==> src/rtl/ycontrol_fsm.sv <==
// Multi-cycle control FSM: sequences FETCH/DECODE/EXEC/MEM/WB, drives datapath strobes and owns the PC.
// Define YCTRL_INSTRET_EN to build the retired-instruction counter; otherwise instret is tied to 0.
module ycontrol_fsm #(
  parameter logic [31:0] RESET_PC = 32'h28
) (
  input  logic        clk,
  input  logic        reset,
  input  logic [31:0] ins,
  input  logic        zero,
  input  logic [31:0] imm,
  input  logic [31:0] jTarget,
  input  logic [31:0] PCp4,
  output logic [31:0] PCin,
  output logic        RegWrite,
  output logic        ALUSrc,
  output logic        Mem2Reg,
  output logic        MemRead,
  output logic        MemWrite,
  output logic [2:0]  op,
  output logic [2:0]  state,
  output logic        illegal,
  output logic [31:0] instret
);

  typedef enum logic [2:0] {
    S_FETCH  = 3'd0,
    S_DECODE = 3'd1,
    S_EXEC   = 3'd2,
    S_MEM    = 3'd3,
    S_WB     = 3'd4
  } state_t;

  localparam logic [6:0] OPC_R      = 7'h33;
  localparam logic [6:0] OPC_LOAD   = 7'h03;
  localparam logic [6:0] OPC_I      = 7'h13;
  localparam logic [6:0] OPC_STORE  = 7'h23;
  localparam logic [6:0] OPC_BRANCH = 7'h63;
  localparam logic [6:0] OPC_JAL    = 7'h6F;

  state_t      r_state;
  state_t      w_next;
  logic [31:0] r_pc;
  logic        r_illegal;
  logic [31:0] w_pc_next;
  logic        w_complete;
  logic        w_retire;

  logic [6:0] w_opcode;
  logic       w_is_r, w_is_load, w_is_i, w_is_store, w_is_branch, w_is_jal, w_legal;
  logic       w_unused_ins;

  assign w_opcode     = ins[6:0];
  assign w_is_r       = (w_opcode == OPC_R);
  assign w_is_load    = (w_opcode == OPC_LOAD);
  assign w_is_i       = (w_opcode == OPC_I);
  assign w_is_store   = (w_opcode == OPC_STORE);
  assign w_is_branch  = (w_opcode == OPC_BRANCH);
  assign w_is_jal     = (w_opcode == OPC_JAL);
  assign w_legal      = w_is_r | w_is_load | w_is_i | w_is_store | w_is_branch | w_is_jal;
  assign w_unused_ins = &{1'b0, ins[31:7]};

  always_comb begin
    w_next = S_FETCH;
    case (r_state)
      S_FETCH:  w_next = S_DECODE;
      S_DECODE: w_next = w_legal ? S_EXEC : S_FETCH;
      S_EXEC: begin
        if (w_is_load || w_is_store)         w_next = S_MEM;
        else if (w_is_r || w_is_i || w_is_jal) w_next = S_WB;
        else                                  w_next = S_FETCH;
      end
      S_MEM:    w_next = w_is_load ? S_WB : S_FETCH;
      default:  w_next = S_FETCH;
    endcase
  end

  // The PC only moves on the edge that closes an instruction back into FETCH.
  assign w_complete = (r_state != S_FETCH) && (w_next == S_FETCH);
  assign w_retire   = w_complete && w_legal &&
                      ((r_state == S_EXEC) || (r_state == S_MEM) || (r_state == S_WB));

  always_comb begin
    w_pc_next = PCp4;
    if (w_is_branch && zero) w_pc_next = r_pc + (imm << 1);
    else if (w_is_jal)       w_pc_next = r_pc + (jTarget << 2);
  end

  always_ff @(posedge clk) begin
    if (reset) begin
      r_state   <= S_FETCH;
      r_pc      <= RESET_PC;
      r_illegal <= 1'b0;
    end else begin
      r_state   <= w_next;
      r_illegal <= (r_state == S_DECODE) && !w_legal;
      if (w_complete) r_pc <= w_pc_next;
    end
  end

`ifdef YCTRL_INSTRET_EN
  logic [31:0] r_instret;
  always_ff @(posedge clk) begin
    if (reset)         r_instret <= '0;
    else if (w_retire) r_instret <= r_instret + 32'd1;
  end
  assign instret = r_instret;
`else
  logic w_unused_retire;
  assign w_unused_retire = w_retire;
  assign instret = '0;
`endif

  assign PCin     = r_pc;
  assign state    = r_state;
  assign illegal  = r_illegal;
  assign ALUSrc   = (r_state == S_FETCH) ? 1'b1 : !(w_is_r || w_is_branch);
  assign op       = w_is_branch ? 3'b110 : 3'b010;
  assign MemRead  = (r_state == S_MEM) && w_is_load;
  assign MemWrite = (r_state == S_MEM) && w_is_store;
  assign RegWrite = (r_state == S_WB);
  assign Mem2Reg  = (r_state == S_WB) && w_is_load;

endmodule

==> config.mk <==
export PLATFORM = sky130hd
export DESIGN_NAME = ycontrol_fsm
export DESIGN_NICKNAME = d
export VERILOG_FILES = /design/src/rtl/ycontrol_fsm.sv
export SDC_FILE = /design/constraint.sdc
export NUM_CORES = 1
export LEC_CHECK = 0
export BUFFER_PORTS_ARGS = -buffer_cell sky130_fd_sc_hd__buf_4
export CAP_MARGIN = 20
export CORE_MARGIN = 2
export CORE_UTILIZATION = 35
export CTS_BUF_LIST = sky130_fd_sc_hd__clkbuf_8
export DETAILED_ROUTE_END_ITERATION = 8
export GPL_TIMING_DRIVEN = 0
export SETUP_SLACK_MARGIN = 0.2
export SYNTH_ARGS = -nofsm -noshare
export SYNTH_HDL_FRONTEND = slang
export SYNTH_SLANG_ARGS = --single-unit
==> constraint.sdc <==
create_clock -name clk -period 2.9 [get_ports clk]
set_input_delay 0 -clock clk [delete_from_list [all_inputs] [get_ports clk]]
set_output_delay 0 -clock clk [all_outputs]
set_load 0.02 [all_outputs]
==> flow_metrics.py <==
metrics = {
    "status": {
        "status": "finished, final reports clean",
    },
    "global_routing": {
        "grt_pass1_vias": 5948,
        "antenna_found_initial": 0,
        "grt_max_degree": 11,
        "grt_pass1_wl_microns": 32200,
        "grt.overflow.total": 0,
        "grt_use_total_pct": 24.9,
    },
    "synthesis": {
        "synth_area_leaders": "ha_1 14%, dfxtp_1 13%, a21oi_1 6.7%",
        "yosysSeqAreaShare_pct": 13.3,
        "yosys_warnings": 0,
        "synth_cells": 754,
        "netlist_area_sq_mm": 0.00542,
        "yosysUniqueCellTypes": 72,
        "async_flop_share_pct": 0,
        "syn_avg_cell_area_sq_um": 7.19,
        "synthSimpleGateAreaFrac_pct": 20.9,
        "yosysTopAreaCell": "ha_1",
        "synth_ff_type": "dfxtp_1",
        "synth_top_family_by_area": "compound AO/OA/AOI/OAI gates",
        "ys_seq_elements": 36,
        "synthAdderAreaFrac_pct": 14.4,
        "synth_mux_area_share_pct": 1.29,
        "synth_compound_area_share_pct": 35.2,
        "synth_edf_count": 0,
        "synth_xor_area_share_pct": 5.98,
        "synth_top_area_share_pct": 13.6,
    },
    "routing": {
        "drtIter0Drc": 594,
        "final_antenna_net_count": 0,
        "viasPerCell": 5.65,
        "wl_per_cell_microns": 18.5,
        "totalWireLength_microns": 21100,
        "drc": 0,
        "vias": 6440,
        "drt_first_pass_iters": 5,
    },
    "critical_path": {
        "reg2reg_slack_ps": 200,
        "cp.depth": 12,
        "max_stage_delay_ps": 380,
        "r2r_end": "PCin[29]",
        "crit_family": "compound AO/OA/AOI/OAI gates",
        "startpoint_type": "flip-flop",
        "rr_startpoint": "PCin[1]",
        "critPathArrivalTime_ps": 2940,
        "crit_chain": "ha_4 -> inv_2 -> fa_2 -> nand2b_4 -> a21o_4 -> a311oi_4 -> o31a_1 -> o211ai_1 -> buf_4 -> a21oi_4 -> a22oi_2 -> o21ai_1",
        "critPathCaptureType": "flip-flop",
        "cp_max_fo": 4,
        "crit_buf_inv": 2,
        "ff2ff_path_depth": 12,
        "cp_slowest_cell": "fa_2",
        "crit_required_ps": 3140,
        "critPathLaunch": "PCin[1]",
        "critPathCapture": "PCin[29]",
        "crit_type": "flip-flop to flip-flop",
    },
    "clock_tree": {
        "cts_buffer_depth": 2,
        "cts_tree": "built",
        "numCtsBuffers": 5,
        "path_clk_slew_ps": 80,
        "cts_sinks": 36,
        "htree_num_levels": 2,
        "clockRootBuffer": "clkbuf_8",
        "clock_latency_ps": 310,
    },
    "placement": {
        "dpl.hpwl_microns": 16200,
        "gp_congestion": 0.940,
        "numPortBuffers": 143,
    },
    "sta": {
        "tightest_slew_ps": 898,
        "setup_violations": 0,
        "hold_viol": 0,
        "period_share_pct": 93.0,
        "min_period_ps": 2700,
        "holdWs_ps": 7.19,
        "finalMaxSlewViolations": 0,
        "clock-skew-final_ps": 5.56,
        "fmax_mhz": 371,
        "rsz0062_at_grt": "true",
        "timing.slew.headroom_pct": 40.1,
    },
    "finish": {
        "drive_gt1_share_pct": 26.3,
        "synthToLayoutAreaGrowth_pct": 35.0,
        "postLayoutCoreUtil_pct": 48.3,
        "final_nets": 1142,
        "diodes": 0,
    },
    "run": {
        "cap_violations": 0,
    },
    "min_path": {
        "worstHoldPathType": "input pin to flip-flop",
    },
    "pwr": {
        "power.leakage_uw": 0.00331,
        "power_density_mw_per_mm2": 332,
        "irDropWorstVdd_mv": 0.159,
    },
    "floorplanning": {
        "die_h_microns": 128,
        "fp.dieW_microns": 128,
        "core-area_sq_mm": 0.0151,
        "io_pins": 207,
        "dieArea_sq_mm": 0.0165,
        "initial_utilization_pct": 35.8,
        "rows": 45,
    },
}
==> worst min-delay path by stage <==
stage          cells after the start  slack, ps      from        to
6_report                           3          7  PCp4[19]  PCin[19]
5_1_grt                            3         20  PCp4[13]  PCin[13]
4_1_cts                            3          7  PCp4[14]  PCin[14]
3_5_place_dp                       3        270   PCp4[8]   PCin[8]
3_3_place_gp                       3        270  PCp4[20]  PCin[20]
2_1_floorplan                      1         80    ins[5]   MemRead
==> sequential cells by signal, summed over array words and instances, names as in the netlist <==
signal and count:
state 3, illegal 1, PCin 32
==> where the power goes <==
group	internal, uW	switching [uW]	leakage [uW]
Combinational	614	824	0.00296
Sequential	535	54.6	0.000301
Clock	188	214	0.0000538
Total	1340	1090	0.00331
==> kinds of logic after synthesis <==
group           count (synthesis)
compound gates                285
xor+xnor                       37
flops                          36
mux                             7
other cells                     2
simple gates                  234
buf+inv                        92
fa+ha+maj                      61
==> stage by stage <==
| stage | setup WS, ps | power (uW) | setup TNS, ps | instance area [sq um] | cells |
|---|---|---|---|---|---|
| after floorplan | 269 | 1500 | 0 | 5540 | 786 |
| after global placement | -487 | 1910 | -1600 | 6850 | 1117 |
| after detailed placement | -430 | 1910 | -1390 | 6850 | 1117 |
| after CTS | 194 | 2370 | 0 | 7150 | 1135 |
| after global routing | 104 | 2580 | 0 | 7310 | 1139 |
| final | 203 | 2430 | 0 | 7310 | 1139 |
==> area by class of cell <==
| class | instances | area (sq um) |
|---|---|---|
| plain buffers | 73 | 414 |
| clock buffers | 6 | 82.6 |
| clock inverters | 2 | 7.51 |
| fillers | 1627 | 7830 |
| inverters | 19 | 71.3 |
| multi-input cells | 658 | 4570 |
| flip-flops and latches | 36 | 734 |
| well taps | 188 | 235 |
| repair buffers | 157 | 1200 |
==> layer usage <==
metal  part of all wire, %  vias up  wire (microns)  GRT usage, %
met5                     0        -               0             0
met4                   2.7        0             561          7.05
met3                   7.0       39            1480          3.12
met2                    45      266            9470          40.6
met1                    45     2961            9570          34.5
li1                      -     3174               -             -
==> synth_stat cells, types with 4 or more instances <==
library cell and count:
a21oi_1 73, nand2_1 69, nor2_1 62, ha_1 59
o21ai_0 54, dfxtp_1 36, buf_4 35, clkbuf_1 33
nand3_1 21, xnor2_1 20, inv_1 19, a21o_1 17
xor2_1 17, o21a_1 16, a221oi_1 15, nor3_1 15
a211oi_1 14, a31oi_1 13, o21ai_1 10, nand4_1 9
o31ai_1 9, a211o_1 7, and3_1 7, mux2i_1 7
nand2b_1 7, o211ai_1 7, o21bai_1 7, or4_1 7
nor2b_1 6, nor3b_1 6, or3_1 5, nor4_1 4
==> worst register-to-register path: cells and delay by family, from the launching register on <==
| kind | cells | cell delay [ps] |
|---|---|---|
| AOI/OAI and AO/OA | 7 | 1370 |
| adders and majority gates | 2 | 530 |
| buffers and inverters | 2 | 220 |
| DFF | 1 | 360 |
| and+or+nand+nor | 1 | 160 |
==> cells in the final DEF, fill, tap and decap left out, drive strengths merged, types with 4 or more instances in the layout <==
| master | instances |
|---|---|
| buf | 191 |
| a21oi | 75 |
| nand2 | 69 |
| o21ai | 64 |
| nor2 | 62 |
| ha | 59 |
| clkbuf | 39 |
| dfxtp | 36 |
| conb | 34 |
| nand3 | 22 |
| inv | 21 |
| xnor2 | 20 |
| xor2 | 17 |
| a21o | 17 |
| a221oi | 17 |
| o21a | 16 |
| nor3 | 15 |
| a211oi | 14 |
| a31oi | 13 |
| nand4 | 9 |
| o31ai | 9 |
| o21bai | 8 |
| o211ai | 7 |
| or4 | 7 |
| mux2i | 7 |
| a211o | 7 |
| nand2b | 7 |
| and3 | 7 |
| nor2b | 6 |
| nor3b | 6 |
| dlygate4sd3 | 6 |
| or3 | 5 |
| nor4 | 4 |
| or2 | 4 |
==> timing repair <==
item,in CTS,in global routing
gates resized for setup,27,36
cloned,0,0
setup buffers,4,4
endpoints found under the hold margin,6,0
setup endpoints to repair,16,20
hold buffers,6,0
pin swaps,14,19
Power figures use the tool's default switching activity.
